[src/rtl/fifo_arb_pkg.sv]
// fifo_arb_pkg: state type, default sizes and width helper shared by the push arbiter
package fifo_arb_pkg;
  typedef enum logic {ARB_IDLE, ARB_WAIT} arb_state_e;
  localparam int WIDTH = 8;
  localparam int NREQ = 4;
  localparam int STALL_MAX = 7;
  function automatic int clog2w(input int n);
    int r;
    r = 1;
    for (int i = 1; i < 31; i++) if ((1 << i) < n) r = i + 1;
    return r;
  endfunction
endpackage

[src/rtl/fifo_arb_rr_pick.sv]
// fifo_arb_rr_pick: combinational round-robin search over unmasked requests, starting after last
module fifo_arb_rr_pick #(
  parameter int NREQ = 4,
  parameter int L2N = 2
) (
  input  logic [NREQ-1:0] req,
  input  logic [NREQ-1:0] mask,
  input  logic [L2N-1:0]  last,
  output logic            found,
  output logic [L2N-1:0]  idx
);
  logic [NREQ-1:0] cand;
  logic [L2N-1:0] j;
  assign cand = req & ~mask;
  always_comb begin
    found = 1'b0;
    idx = '0;
    j = '0;
    for (int k = NREQ; k >= 1; k--) begin
      j = L2N'((int'(last) + k) % NREQ);
      if (cand[j]) begin
        found = 1'b1;
        idx = j;
      end
    end
  end
endmodule

[src/rtl/fifo_push_arb.sv]
// fifo_push_arb: round-robin sharing of one FIFO push port; FIFO_ARB_STALL_EN adds a sticky stall watchdog
module fifo_push_arb #(
  parameter int WIDTH = fifo_arb_pkg::WIDTH,
  parameter int NREQ = fifo_arb_pkg::NREQ,
  parameter int L2N = fifo_arb_pkg::clog2w(NREQ)
`ifdef FIFO_ARB_STALL_EN
  ,
  parameter int STALL_MAX = fifo_arb_pkg::STALL_MAX
`endif
) (
  input  logic                  clk,
  input  logic                  reset,
  input  logic [NREQ-1:0]       req_valid,
  input  logic [NREQ*WIDTH-1:0] req_data,
  output logic [NREQ-1:0]       req_ack,
  output logic                  push_req,
  output logic [WIDTH-1:0]      push_data,
  input  logic                  push_ack,
  output logic [L2N-1:0]        grant_id,
  output logic                  busy
`ifdef FIFO_ARB_STALL_EN
  ,
  output logic                  stall_err
`endif
);
  import fifo_arb_pkg::*;
  arb_state_e state_q, state_d;
  logic push_req_q, push_req_d, done, found, load;
  logic [WIDTH-1:0] data_q, data_d;
  logic [L2N-1:0] gid_q, gid_d, last_q, last_d, idx;
  logic [NREQ-1:0] own;
  logic [WIDTH-1:0] slices [NREQ];
  for (genvar g = 0; g < NREQ; g++) begin : g_slice
    assign slices[g] = req_data[g*WIDTH +: WIDTH];
  end
  assign busy = state_q == ARB_WAIT;
  assign own = NREQ'(1) << gid_q;
  assign done = push_req_q & push_ack;
  assign req_ack = own & {NREQ{done}};
  assign push_req = push_req_q;
  assign push_data = data_q;
  assign grant_id = gid_q;
  fifo_arb_rr_pick #(.NREQ(NREQ), .L2N(L2N)) u_pick (
    .req(req_valid),
    .mask(busy ? own : '0),
    .last(busy ? gid_q : last_q),
    .found(found),
    .idx(idx)
  );
  always_comb begin
    load = (!busy || done) && found;
    state_d = load ? ARB_WAIT : done ? ARB_IDLE : state_q;
    push_req_d = load | (push_req_q & ~done);
    gid_d = load ? idx : gid_q;
    data_d = load ? slices[idx] : data_q;
    last_d = done ? gid_q : last_q;
  end
  always_ff @(posedge clk) begin
    if (reset) begin
      state_q <= ARB_IDLE;
      push_req_q <= 1'b0;
      data_q <= '0;
      gid_q <= '0;
      last_q <= L2N'(NREQ - 1);
    end else begin
      state_q <= state_d;
      push_req_q <= push_req_d;
      data_q <= data_d;
      gid_q <= gid_d;
      last_q <= last_d;
    end
  end
`ifdef FIFO_ARB_STALL_EN
  localparam int CW = clog2w(STALL_MAX + 1);
  logic [CW-1:0] cnt_q, cnt_d;
  logic err_q, err_d;
  always_comb begin
    cnt_d = (!busy || done) ? '0 : (cnt_q == CW'(STALL_MAX)) ? cnt_q : cnt_q + 1'b1;
    err_d = err_q | (cnt_q == CW'(STALL_MAX));
  end
  always_ff @(posedge clk) begin
    if (reset) begin
      cnt_q <= '0;
      err_q <= 1'b0;
    end else begin
      cnt_q <= cnt_d;
      err_q <= err_d;
    end
  end
  assign stall_err = err_q;
`endif
endmodule

[config.mk]
export PLATFORM = sky130hd
export DESIGN_NAME = fifo_push_arb
export DESIGN_NICKNAME = d
export VERILOG_FILES = /design/src/rtl/fifo_arb_pkg.sv /design/src/rtl/fifo_arb_rr_pick.sv /design/src/rtl/fifo_push_arb.sv
export SDC_FILE = /design/constraint.sdc
export NUM_CORES = 1
export LEC_CHECK = 0
export ABC_AREA = 1
export CORE_MARGIN = 5
export CORE_UTILIZATION = 39
export DETAILED_ROUTE_END_ITERATION = 10
export PLACE_DENSITY = 0.78
export SYNTH_ARGS = -nofsm -noshare
export SYNTH_HDL_FRONTEND = slang
export SYNTH_HIERARCHICAL = 1
export SYNTH_SLANG_ARGS = --single-unit
[constraint.sdc]
create_clock -name clk -period 2.9 [get_ports clk]
set_input_delay 0.87 -clock clk [delete_from_list [all_inputs] [get_ports clk]]
set_output_delay 0.87 -clock clk [all_outputs]
set_load 0.02 [all_outputs]
======== Word level (Yosys, flattened, before mapping) ========
Cells that the tools add are included.
storage, ports and cells
  register bits ........................... 14
  input bits .............................. 39
  output and inout port bits .............. 16
  logic and storage cells ................. 50
cells by class
  add/sub/neg operators ................... 4
  $lt $le $gt $ge ......................... 5
  shifts and indexed selects .............. 1
  multiplexer cells ....................... 23
  bitwise logic cells ..................... 8
  reduce and logical (&&, ||, !) cells .... 4
operators with widths
  kind                                                        number
  binary-select mux 8 bit (select 2 bit)                      1
  two-way mux 8 bit                                           2
  less-than comparator 2 x 3 -> 1 bit, second input constant  4
  two-way mux 1 bit                                           10
  two-way mux 2 bit                                           5
  AND 4 bit                                                   2
  binary-select mux 1 bit (select 2 bit)                      4
  adder 2 x 1 -> 2 bit, second input constant                 2
  adder 2 bit, second input constant                          2
  two-way mux 4 bit                                           1
  NOT 4 bit                                                   1
  left shift 1 x 2 -> 4 bit, first input constant             1
  greater-or-equal comparator 3 bit, second input constant    1
  NOT 2 -> 3 bit                                              1
  AND 1 bit                                                   2
  nonzero test 2 bit                                          1
  logical AND 1 bit                                           1
  zero test 1 bit                                             1
  logical OR 1 bit                                            1
  NOT 1 bit                                                   1
  bitwise OR 1 bit                                            1

======== Depth between registers and ports, before layout ========
  depth in word-level cells ............... 14
  gate-level depth with buffers ........... 22
  mapped depth without buffers ............ 20

======== Modules after synthesis ========
The synthesis kept the hierarchy.
modules (own cells, without submodules)
  module            instances  cells each  area an instance (µm²)  sequential area each (µm²)
  fifo_push_arb     1          155         912.1                   280.3
  fifo_arb_rr_pick  1          46          205.2                   0.0

======== Worst setup path after synthesis ========
Ideal clock, no wire load.
  path kind ............................... register -> register
  start point ............................. register gid_q[0], in the netlist grant_id[0]
  end point ............................... register data_q[0], in the netlist push_data[0]
  setup time .............................. 0.109 ns
  arrival time ............................ 2.350 ns
  required time ........................... 2.791 ns
  path slack .............................. 0.441 ns
  cell stages (with the launch flop) ...... 22
  path buffers ............................ 2
  period minus slack after synthesis ...... 2.459 ns
  path through ............................ dfxtp_1 inv_1 o21ai_0 inv_2 nand3_1 nand2_1 nand2_1 nand2_1 inv_1 nand2_1 nand2_1 nand2_1 nand2_1 buf_6 inv_4 buf_6 nand2_1 nand3_1 nand2_1 nand2_1 nand2_1 inv_1
between the ends
  word-level cells in the longest chain between the ends .. 14
  elaborated cells on any way between the ends .. 30
  those cells by class .................... 4 x add/sub; 1 x shift; 21 x mux; 3 x bitwise; 1 x reduce/logical
ends and longest elaborated chain
  item                                                                          line                    source
  from (decl)                                                                   fifo_push_arb.sv:30     logic [L2N-1:0] gid_q, gid_d, last_q, last_d, idx;
  from (signal assigned)                                                        fifo_push_arb.sv:69     gid_q <= gid_d;
  parallel branches: the longest is 9 deep, another holds adder 2 x 1 -> 2 bit  n/a
  two-way mux 2 bit *                                                           fifo_arb_rr_pick.sv:21  if (cand[j]) begin
  named net idx[0]                                                              fifo_push_arb.sv:30
  NOT 2 -> 3 bit (implied by the code) *                                        fifo_push_arb.sv:55     data_d = load ? slices[idx] : data_q;
  binary-select mux 8 bit (select 2 bit) *                                      fifo_push_arb.sv:55
  two-way mux 8 bit (implied by the code) * (2 in a row)                        fifo_push_arb.sv:55
  to (signal assigned)                                                          fifo_push_arb.sv:68     data_q <= data_d;
  to (decl)                                                                     fifo_push_arb.sv:29     logic [WIDTH-1:0] data_q, data_d;
Mark *: on every way through the listed nets, which the timed path passes. The select of a mux whose other input is x is not followed.
A chain may end at the register's enable or synchronous reset.

======== Worst setup path after layout ========
  start point ............................. input push_ack
  end point ............................... output req_ack[0]
between the ends
  word-level cells in the longest chain between the ends .. 2
ends and longest elaborated chain
  item         line                 source
  from (decl)  fifo_push_arb.sv:18  input logic push_ack,
  AND 1 bit    fifo_push_arb.sv:38  assign done = push_req_q & push_ack;
  AND 4 bit    fifo_push_arb.sv:39  assign req_ack = own & {NREQ{done}};
  to (decl)    fifo_push_arb.sv:15  output logic [NREQ-1:0] req_ack,
Every way passes these cells.

==> flow_summary.toml <==
[synthesis]
ys_top_cells_by_count = "83 x nand2_1, 28 x nand3_1, 27 x inv_1"
synthCells = 201
synth_largest_area_cell = "nand2_1"
synth_area_mm2 = 0.00112
yosysSeqAreaShare_pct = 25.1
synthArstFlopShare_pct = 0
yosysWarnings = 6
synth_area_leaders = "nand2_1 28%, dfxtp_1 25%, nand3_1 13%"
syn-mean-instance-area_um2 = 5.56
syn_nets = 240
synth.distinct_cells = 20
synth_edf_count = 0
yosysMostFrequentCell = "nand2_1"
synth_top_area_share_pct = 27.9
synth-main-ff-cell = "dfxtp_1"
ys_ff_latch = 14

[die]
die-height_um = 63.5
die_w_um = 63.5
design.core.area_mm2 = 0.00276
die_area_mm2 = 0.00404
fp-row-count = 19
io_pins = 55
initial_core_util_pct = 40.5

[route]
ant_nets = 0
viasPerCell = 4.71
wirelength_mm = 2.84
drt_pass1_iterations = 4
drc = 0
drtIter0Drc = 80
vias = 1362
wl_per_cell_um = 9.84

[place]
dp_hpwl_mm = 2.35
place_congestion = 0.784
io_buffers = 54
dp_cells = 285

[timing]
fin_setup_tns_ns = 0
slew_headroom_pct = 66.3
max_freq_ghz = 0.360
fin_crit_ns = 2.78
whs_ns = 0.484
post-route-period-util_pct = 95.7
rsz0062_at_grt = "no"
setup_violations = 0
skew_ns = 0.00462
hold_viol_final = 0
slew_viol_final = 0
tightest_slew_ns = 0.504

[cts]
htree_levels = 1
cts_buffers = 3
cts_tree = "yes"
cts.sinks = 14
clock-root-buffer = "clkbuf_4"
cts_max_path_buffers = 2
clk_pin_slew_ns = 0.07
ctsHoldBuffers = 0
clock_latency_ns = 0.27
postCtsSetupRepairBufs = 0
cts-resized-gates = 4

[setup_path]
cp.required_ns = 2.03
slowest_delay_ns = 0.49
worst-setup-path-type = "input pin to output pin"
worst-endpoint-arrival_ns = 1.91
crit_slowest_cell = "clkdlybuf4s50_1"
crit_path_max_fanout = 3
r2r_cells = 18
start_kind = "input pin"
path_cells = "clkdlybuf4s50_1 > nand2_2 > nor3_1 > dlygate4sd2_1"
endpoint_kind = "output pin"

[global_routing]
antenna_found_initial = 0
grt_max_degree = 17
grt_usage_pct = 14.1
grt_overflow = 0
grt_pass1_vias = 1216
grt_pass1_wl_mm = 4.76

[min_path]
hold_class = "register to register"
hold_path_depth = 2

[pwr]
power_density_mw_per_mm2 = 1070
cellLeakagePower_nw = 0.888
p_sw_w = 0.000953
clkPwrFrac_pct = 7.3
comb_power_share_pct = 74.7
switching_share_pct = 52.2
p_int_w = 0.000874
vdd_ir_drop_max_uv = 719
seq_power_share_pct = 18.0

[layout]
final_nets = 298
drive_gt1_share_pct = 11.6
fin_cells = 289
antennaDiodeCount = 0
area_growth_syn_to_layout_pct = 52.5

[run]
drv_cap = 0

[status]
status = "completed"
layout by cell type, fill, tap and decap left out:
| master | instances |
|---|---|
| clkbuf_4 | 3 |
| nor2_1 | 12 |
| xnor2_1 | 1 |
| clkbuf_8 | 1 |
| o21ai_1 | 2 |
| buf_4 | 5 |
| nand3_1 | 28 |
| clkbuf_2 | 3 |
| nand2_2 | 6 |
| clkinv_1 | 2 |
| inv_1 | 27 |
| clkdlybuf4s50_1 | 50 |
| a21oi_1 | 4 |
| dlygate4sd2_1 | 1 |
| nand2_1 | 83 |
| inv_2 | 4 |
| dfxtp_1 | 14 |
| inv_4 | 1 |
| nor3_1 | 3 |
| a21boi_2 | 1 |
| a21oi_2 | 6 |
| o21ai_0 | 1 |
cells by family after synthesis:
group / Yosys count / share of synthesized area (%)
simple gates: 132 / 49.2
buf+inv: 40 / 16.1
xor+xnor: 1 / 0.784
compound gates: 14 / 8.85
flops: 14 / 25.1
routing by layer:
layer / GRT usage, % / vias up / wire length [um]
met1: 15.7 / 566 / 1170
met2: 23.4 / 61 / 1280
met4: 4.68 / 0 / 25
met5: 0 / - / 0
met3: 6.93 / 5 / 371
li1: - / 730 / -
power groups by stage:
stage	combinational (W)	sequential, W	clock, W
6_report	0.00136	0.000328	0.000134
5_1_grt	0.00155	0.000339	0.000152
4_1_cts	0.00138	0.000329	0.000138
3_5_place_dp	0.00138	0.000332	0
3_3_place_gp	0.00137	0.000330	0
2_1_floorplan	0.000977	0.000404	0
flip-flops by register name, indices dropped and copies added (netlist names):
name       flops
last_q         2
grant_id       2
push_req       1
busy           1
push_data      8
final timing paths:
kind / start / end / slack [ns]
max: push_ack / req_ack[0] / 0.12
min: last_q[1]$_SDFFE_PP1P_ / last_q[1]$_SDFFE_PP1P_ / 0.48
max reg2reg: grant_id[0]$_SDFFE_PP0P_ / push_data[3]$_SDFFE_PP0P_ / 0.53
min reg2reg: last_q[1]$_SDFFE_PP1P_ / last_q[1]$_SDFFE_PP1P_ / 0.48
final cells by class:
cell class / instances / area, um2
clock buffers: 4 / 36.3
fillers: 279 / 1050
inverters: 34 / 130
multi-input cells: 147 / 657
flip-flops and latches: 14 / 280
well taps: 31 / 38.8
repair buffers: 59 / 562
critical path: cells and delay by family:
family / cells / cell delay, ns
simple gates: 2 / 0.19
buf+inv: 2 / 0.84
per-stage QoR:
stage          cell area (um2)  worst slack, ns  power, W  utilization (%)
2_1_floorplan             1120            0.441   0.00138                -
3_3_place_gp              1680           -0.232   0.00170             61.1
3_5_place_dp              1680           -0.240   0.00172             61.1
4_1_cts                   1720           0.0363   0.00185             62.2
5_1_grt                   1700           0.0629   0.00204             61.8
6_report                  1700            0.124   0.00183             61.8
Note: power is estimated with default switching activity, not from simulation.
